### src/rtl/bridge_pkg.sv
// Shared definitions for the I2C-to-UART bridge: UART transmitter FSM encoding and defaults.
package bridge_pkg;

    localparam int UART_DATA_BITS       = 8;
    localparam int DEFAULT_CLKS_PER_BIT = 868;  // 100 MHz / 115200 baud

    typedef enum logic [2:0] {
        ST_IDLE   = 3'd0,
        ST_LOAD   = 3'd1,
        ST_START  = 3'd2,
        ST_DATA   = 3'd3,
        ST_PARITY = 3'd4,
        ST_STOP   = 3'd5
    } tx_state_t;

endpackage

### src/rtl/uart_baud_gen.sv
// Bit-period counter for the UART transmitter; bit_tick marks the last clk of each bit.
module uart_baud_gen
    import bridge_pkg::*;
#(
    parameter int CLKS_PER_BIT = DEFAULT_CLKS_PER_BIT
) (
    input  logic clk,
    input  logic reset,
    input  logic clear,
    output logic bit_tick
);

    localparam int              CW      = (CLKS_PER_BIT > 1) ? $clog2(CLKS_PER_BIT) : 1;
    localparam logic [CW-1:0]   CNT_MAX = CW'(CLKS_PER_BIT - 1);

    logic [CW-1:0] cnt;

    assign bit_tick = !clear && (cnt == CNT_MAX);

    // NOTE: sequential state uses non-blocking assignments so every flop samples pre-edge values.
    always_ff @(posedge clk) begin
        if (reset || clear) begin
            cnt <= '0;
        end else if (cnt == CNT_MAX) begin
            cnt <= '0;
        end else begin
            cnt <= cnt + 1'b1;
        end
    end

endmodule

### src/rtl/fifo_uart_tx.sv
// FIFO-draining UART transmitter: 8N1 by default, 8E1 when UART_TX_PARITY_EN is defined.
module fifo_uart_tx
    import bridge_pkg::*;
#(
    parameter int CLKS_PER_BIT = DEFAULT_CLKS_PER_BIT
) (
    input  logic       clk,
    input  logic       reset,
    input  logic       tx_en,
    input  logic       fifo_empty,
    input  logic [7:0] fifo_rd_data,
    input  logic       fifo_underflow,
    output logic       fifo_rd_en,
    output logic       tx,
    output logic       busy,
    output logic       frame_done,
    output logic       underflow_err
);

    tx_state_t  state;
    tx_state_t  state_next;
    logic [7:0] data_reg;
    logic [2:0] bit_idx;
    logic       bit_tick;
    logic       baud_clear;
    logic       last_bit;

    assign baud_clear = (state == ST_IDLE) || (state == ST_LOAD);
    assign last_bit   = (bit_idx == 3'(UART_DATA_BITS - 1));
    assign busy       = (state != ST_IDLE);

    uart_baud_gen #(
        .CLKS_PER_BIT(CLKS_PER_BIT)
    ) u_baud_gen (
        .clk     (clk),
        .reset   (reset),
        .clear   (baud_clear),
        .bit_tick(bit_tick)
    );

    // NOTE: every output of this block gets a default first, so no path can infer a latch.
    always_comb begin
        state_next = state;
        fifo_rd_en = 1'b0;
        tx         = 1'b1;
        frame_done = 1'b0;
        case (state)
            ST_IDLE: begin
                if (tx_en && !fifo_empty && !reset) begin
                    fifo_rd_en = 1'b1;
                    state_next = ST_LOAD;
                end
            end
            ST_LOAD: begin
                state_next = fifo_underflow ? ST_IDLE : ST_START;
            end
            ST_START: begin
                tx = 1'b0;
                if (bit_tick) state_next = ST_DATA;
            end
            ST_DATA: begin
                tx = data_reg[bit_idx];
                if (bit_tick && last_bit) begin
`ifdef UART_TX_PARITY_EN
                    state_next = ST_PARITY;
`else
                    state_next = ST_STOP;
`endif
                end
            end
`ifdef UART_TX_PARITY_EN
            ST_PARITY: begin
                tx = ^data_reg;
                if (bit_tick) state_next = ST_STOP;
            end
`endif
            ST_STOP: begin
                if (bit_tick) begin
                    frame_done = 1'b1;
                    state_next = ST_IDLE;
                end
            end
            default: state_next = ST_IDLE;
        endcase
    end

    always_ff @(posedge clk) begin
        if (reset) begin
            state         <= ST_IDLE;
            data_reg      <= '0;
            bit_idx       <= '0;
            underflow_err <= 1'b0;
        end else begin
            state <= state_next;
            if (state == ST_LOAD) begin
                data_reg <= fifo_rd_data;
                if (fifo_underflow) underflow_err <= 1'b1;
            end
            // 3-bit index wraps 7 -> 0 on its own, ready for the next frame.
            if (state == ST_DATA && bit_tick) bit_idx <= bit_idx + 3'd1;
        end
    end

endmodule

### config.mk
export PLATFORM = sky130hd
export DESIGN_NAME = fifo_uart_tx
export DESIGN_NICKNAME = d
export VERILOG_FILES = /design/src/rtl/bridge_pkg.sv /design/src/rtl/uart_baud_gen.sv /design/src/rtl/fifo_uart_tx.sv
export SDC_FILE = /design/constraint.sdc
export NUM_CORES = 1
export LEC_CHECK = 0
export BUFFER_PORTS_ARGS = -buffer_cell sky130_fd_sc_hd__buf_2
export CAP_MARGIN = 15
export CORE_MARGIN = 2
export CORE_UTILIZATION = 55
export DETAILED_ROUTE_END_ITERATION = 12
export GPL_TIMING_DRIVEN = 0
export PLACE_DENSITY = 0.78
export SKIP_LAST_GASP = 1
export SYNTH_ARGS = -nofsm -noshare
export SYNTH_HDL_FRONTEND = slang
export SYNTH_SLANG_ARGS = --single-unit
export TNS_END_PERCENT = 1
### constraint.sdc
create_clock -name clk -period 2 [get_ports clk]
set_clock_uncertainty 0.1 [all_clocks]
set_input_delay 0.4 -clock clk [delete_from_list [all_inputs] [get_ports clk]]
set_output_delay 0.4 -clock clk [all_outputs]
set_load 0.05 [all_outputs]
# Word level (Yosys, flattened, before mapping)
# Cells that the tools add are included.
# totals
register_bits	25
latch_bits	0
ramBits	0
mem_bits_ro	0
inputBits	13
out_inout_bits	5
elab_cells	46
memories	0
# op_classes
addsub	2
multipliers	0
n_div	0
magnitude_cmp	1
n_eq_ne	10
n_shift	0
mux	13
bitwise_logic	0
n_reduce_logical	15
# ops
op	count
3-bit one-hot mux with 5 select lines	1
3-bit two-way mux	4
10-bit by 1-bit adder with 10-bit output, second input constant	1
10-bit equality test, second input constant	1
3-bit by 2-bit equality test with 1-bit output, second input constant	2
3-bit equality test, second input constant	2
2-bit inequality test, second input constant	3
1-bit logical AND	5
1-bit two-way mux	5
3-bit by 4-bit less-than comparator with 1-bit output, second input constant	1
4-bit AND reduction	1
3-bit by 1-bit adder with 3-bit output, second input constant	1
1-bit binary-select mux with 3-bit select	1
3-bit by 1-bit equality test with 1-bit output, second input constant	1
1-bit zero test	3
3-bit zero test	1
3-bit nonzero test	1
1-bit logical OR	2
2-bit two-way mux	1
2-bit by 1-bit inequality test with 1-bit output, second input constant	1
1-bit one-hot mux with 2 select lines	1
2-bit AND reduction	1
2-bit OR reduction	1

# Longest topological paths before layout
# logic_depth
ltp_word	7
depth_mapped	6
depth_no_buf	5

# Modules after synthesis
# Synthesis repeated with hierarchy kept, for this count alone.
# hier_totals
hier_cells	136
hier_area_um2	1262.5
# by_module_without_submodules
mod	n_inst	cells_each	area_per_inst_um2	seq_area_each_um2
fifo_uart_tx	1	81	798.3	300.3
uart_baud_gen	1	55	464.2	200.2

# Worst setup path after synthesis
# OpenSTA, ideal clock, no wires.
# synth_path
path_type	flip-flop to output port
from	register state[0]
to	output port fifo_rd_en
arrival_ns	1.942
required_time_ns	1.500
setup_slack_ns	-0.442
path_stages_with_launch	5
n_path_buf	1
cell_sequence	dfxtp_1 > buf_6 > or3_4 > or3b_1 > nor2_1
# synth_between
elab_chain_len	2
# synth_lines
item	line_no	source
start, declared	fifo_uart_tx.sv:20	tx_state_t state;
start signal, assigned	fifo_uart_tx.sv:94	state <= state_next;
3-bit zero test	fifo_uart_tx.sv:47	case (state)
1-bit two-way mux	fifo_uart_tx.sv:47	
end, declared	fifo_uart_tx.sv:13	output logic fifo_rd_en,
# No other way between the ends.

# Worst setup path after layout
# Same ends and word-level chain as after synthesis.

==> impl_metrics.py <==
metrics = {
    "global_route": {
        "track_usage_pct": 19.84,
        "grt_busiest_layer": "met2",
        "grt_start_max_net_pins": 16,
        "gr-total-overflow": 0,
        "use_met3_pct": 3.509,
        "grt_pass1_wl_um": 3905,
        "antenna_found_initial": 0,
        "grtUsageMet1_pct": 26.17,
        "grt_pass1_vias": 914,
        "met2_usage_pct": 32.68,
    },
    "clock_tree": {
        "clock_latency_ns": 0.32,
        "cts.path.max_buffers": 2,
        "htreeDepth": 1,
        "clkSinkCount": 25,
        "clk_pin_slew_ns": 0.14,
        "root_buffer": "clkbuf_4",
        "cts_buffers": 3,
        "cts_tree": "built",
        "hold_buffers": 0,
    },
    "synth": {
        "synth-edff-count": 0,
        "ys_seq_area_share_pct": 41.28,
        "syn_nets": 147,
        "synth_compound_area_share_pct": 9.907,
        "synth.distinct_cells": 38,
        "synth_warnings": 0,
        "synthFlopType": "dfxtp_1",
        "syn-cell-area_mm2": 0.001212,
        "synth_top_family_by_area": "simple AND/OR/NAND/NOR gates",
        "netlist_instances": 131,
        "synth-xor-area-share_pct": 3.612,
        "syn_avg_cell_area_um2": 9.255,
        "synth_mux_area_share_pct": 11.87,
        "synthAdderAreaFrac_pct": 3.096,
        "yosys.area_share.simple_pct": 25.49,
        "ys_ff_latch": 25,
        "async_reset_ff_share_pct": 0,
    },
    "sta": {
        "tightestPinTransition_ns": 0.5575,
        "post-route-period-util_pct": 110.9,
        "slew_headroom_pct": 62.84,
        "achievable-frequency_mhz": 450.7,
        "timing.setup.tns_ns": -0.5114,
        "finalHoldViolCount": 0,
        "setup_viol": 3,
        "slew_viol_final": 0,
        "min_period_ns": 2.219,
        "rsz0062_at_grt": "yes",
        "fin_ws_ns": -0.2187,
    },
    "route": {
        "vias": 987,
        "vias_per_cell": 5.364,
        "routedWlPerCell_um": 12.35,
        "detail_route.drc_violations": 0,
        "dr.pass1.iters": 6,
        "ant_nets": 0,
        "drt_iter0_drc": 23,
        "drt-total-wl_um": 2273,
    },
    "setup_path": {
        "rr_startpoint": "u_baud_gen.cnt[1]",
        "reg2reg_depth": 6,
        "worstPathArrival_ns": 1.72,
        "regToRegSetupSlack_ns": 0.35,
        "required_ns": 1.50,
        "critPathMaxFanout": 2,
        "crit_chain": "or3_4 > or3b_4 > nor2_4 > buf_6",
        "max_stage_delay_ns": 0.42,
        "start_kind": "flip-flop",
        "worstSetupEndpointType": "output pin",
        "crit_type": "flip-flop to output pin",
        "reg2reg_to": "u_baud_gen.cnt[2]",
        "slowest_stage": "or3b_4",
    },
    "cells_and_area": {
        "nets": 174,
        "largest_reg_flops": 10,
        "layout.cells.non_filler": 184,
        "drive_gt1_share_pct": 29.30,
        "n_antenna_cell": 0,
        "n_fill_cell": 164,
        "syn2layout_area_growth_pct": 19.30,
    },
    "floorplan": {
        "fp.dieW_um": 50.95,
        "start_util_pct": 59.96,
        "die-area_mm2": 0.002596,
        "die_y_um": 50.95,
        "io-pin-count": 18,
        "core-area_mm2": 0.002022,
        "rows": 16,
    },
    "min_path": {
        "min_from": "fifo_underflow",
        "hold_path_depth": 2,
        "hp-class": "primary input to flip-flop",
        "min_to": "state[1]",
    },
    "placed_design": {
        "gp_routability_congestion": 0.8390,
        "place.detailed.hpwl_um": 1565,
        "io_buffer_count": 16,
        "placed_cells": 174,
    },
    "pwr": {
        "ir_drop_mv": 0.4970,
        "p_per_area_mw_per_mm2": 568.8,
        "power.leakage_nw": 0.5328,
    },
    "job": {
        "drv_cap": 0,
    },
    "run_status": {
        "violations": "negative setup slack",
        "run_status": "complete, but fails checks",
    },
}
-- placed cells by master, fill, tap and decap left out, types with 2 or more instances in the layout --
cell,n
inv_1,4
xor2_1,2
nand3_1,5
nor2b_1,3
and3_1,2
dfxtp_2,4
nand2_1,4
o21ai_0,4
ha_1,2
clkbuf_1,4
buf_4,8
a31oi_1,3
clkbuf_4,3
dfxtp_1,20
nand2b_1,6
a21oi_1,5
buf_2,15
nor2_1,20
or2_2,2
mux2i_1,11
xnor2_1,3
-- report_power, final --
| part | switching, W | leakage (nW) | internal (W) | total (W) |
|---|---|---|---|---|
| Sequential | 0.00000509 | 0.205 | 0.000506 | 0.000511 |
| Clock | 0.000157 | 0.0139 | 0.0000764 | 0.000234 |
| Combinational | 0.0000443 | 0.314 | 0.0000337 | 0.0000780 |
| Total | 0.000207 | 0.533 | 0.000616 | 0.000823 |
-- worst max-delay path: cells and delay by family, from the launching register on --
family / cells / cell delay, ns
simple gates: 3 / 0.87
flops: 1 / 0.37
buf+inv: 1 / 0.16
-- worst max path at each step --
stage	start	to	slack (ns)	depth (start not counted)
2_1_floorplan	state[0]	fifo_rd_en	-0.23	4
3_3_place_gp	u_baud_gen.cnt[0]	frame_done	-0.10	6
3_5_place_dp	u_baud_gen.cnt[0]	frame_done	-0.12	6
4_1_cts	state[0]	fifo_rd_en	-0.23	4
5_1_grt	state[0]	fifo_rd_en	-0.26	4
6_report	state[0]	fifo_rd_en	-0.22	4
-- logic make-up after synthesis --
group,count (synthesis)
mux,13
xor+xnor,5
fa+ha+maj,3
flops,25
simple gates,55
buf+inv,11
compound gates,19
-- cell type report --
type | instances | area (um^2) | share of cell area, %
Buffer | 5 | 20.02 | 1.384
Clock buffer | 3 | 22.52 | 1.557
Clock inverter | 1 | 7.507 | 0.5190
Inverter | 4 | 15.01 | 1.038
Multi-Input combinational cell | 95 | 681.9 | 47.15
Sequential cell | 25 | 509.2 | 35.21
Tap cell | 27 | 33.78 | 2.336
Timing Repair Buffer | 24 | 156.4 | 10.81
-- layer usage --
layer | share of wire [%] | vias up
met5 | 0 | -
met3 | 4.7 | 2
met2 | 48 | 28
met1 | 46 | 449
met4 | 0.84 | 0
li1 | - | 508
-- metrics by stage --
step	cell area, um^2	hold WS [ns]	utilization [%]	total power, W	setup slack [ns]
2_1_floorplan	1215	0.3175	-	0.0005737	-0.2274
3_3_place_gp	1329	0.3287	65.72	0.0005938	-0.1028
3_5_place_dp	1329	0.3559	65.72	0.0005966	-0.1230
4_1_cts	1421	0.1649	70.30	0.0008256	-0.2307
5_1_grt	1446	0.1504	71.53	0.0008568	-0.2609
6_report	1446	0.1692	71.53	0.0008226	-0.2187
-- synth_stat cells (all sizes together) (2+ instances only) --
cell type / n / area, um^2
nor2b: 3 / 18.77
mux2i: 11 / 110.1
nor2: 21 / 78.83
nand2b: 6 / 37.54
o21ai: 5 / 25.02
inv: 4 / 15.01
and3: 3 / 18.77
ha: 3 / 37.54
clkbuf: 4 / 15.01
xor2: 2 / 17.52
nand2: 4 / 15.01
buf: 3 / 27.52
or2: 3 / 18.77
a31oi: 3 / 18.77
xnor2: 3 / 26.28
dfxtp: 25 / 500.5
a21oi: 5 / 25.02
nand3: 6 / 35.03
-- timing repair --
action | 4_1_cts | 5_1_grt
setup endpoints to repair | 3 | 3
endpoints found under the hold margin | 0 | 0
gates resized for setup | 13 | 4
pin swaps | 3 | 4
setup buffers | 5 | 3
Note: power is estimated with default switching activity, not from simulation.
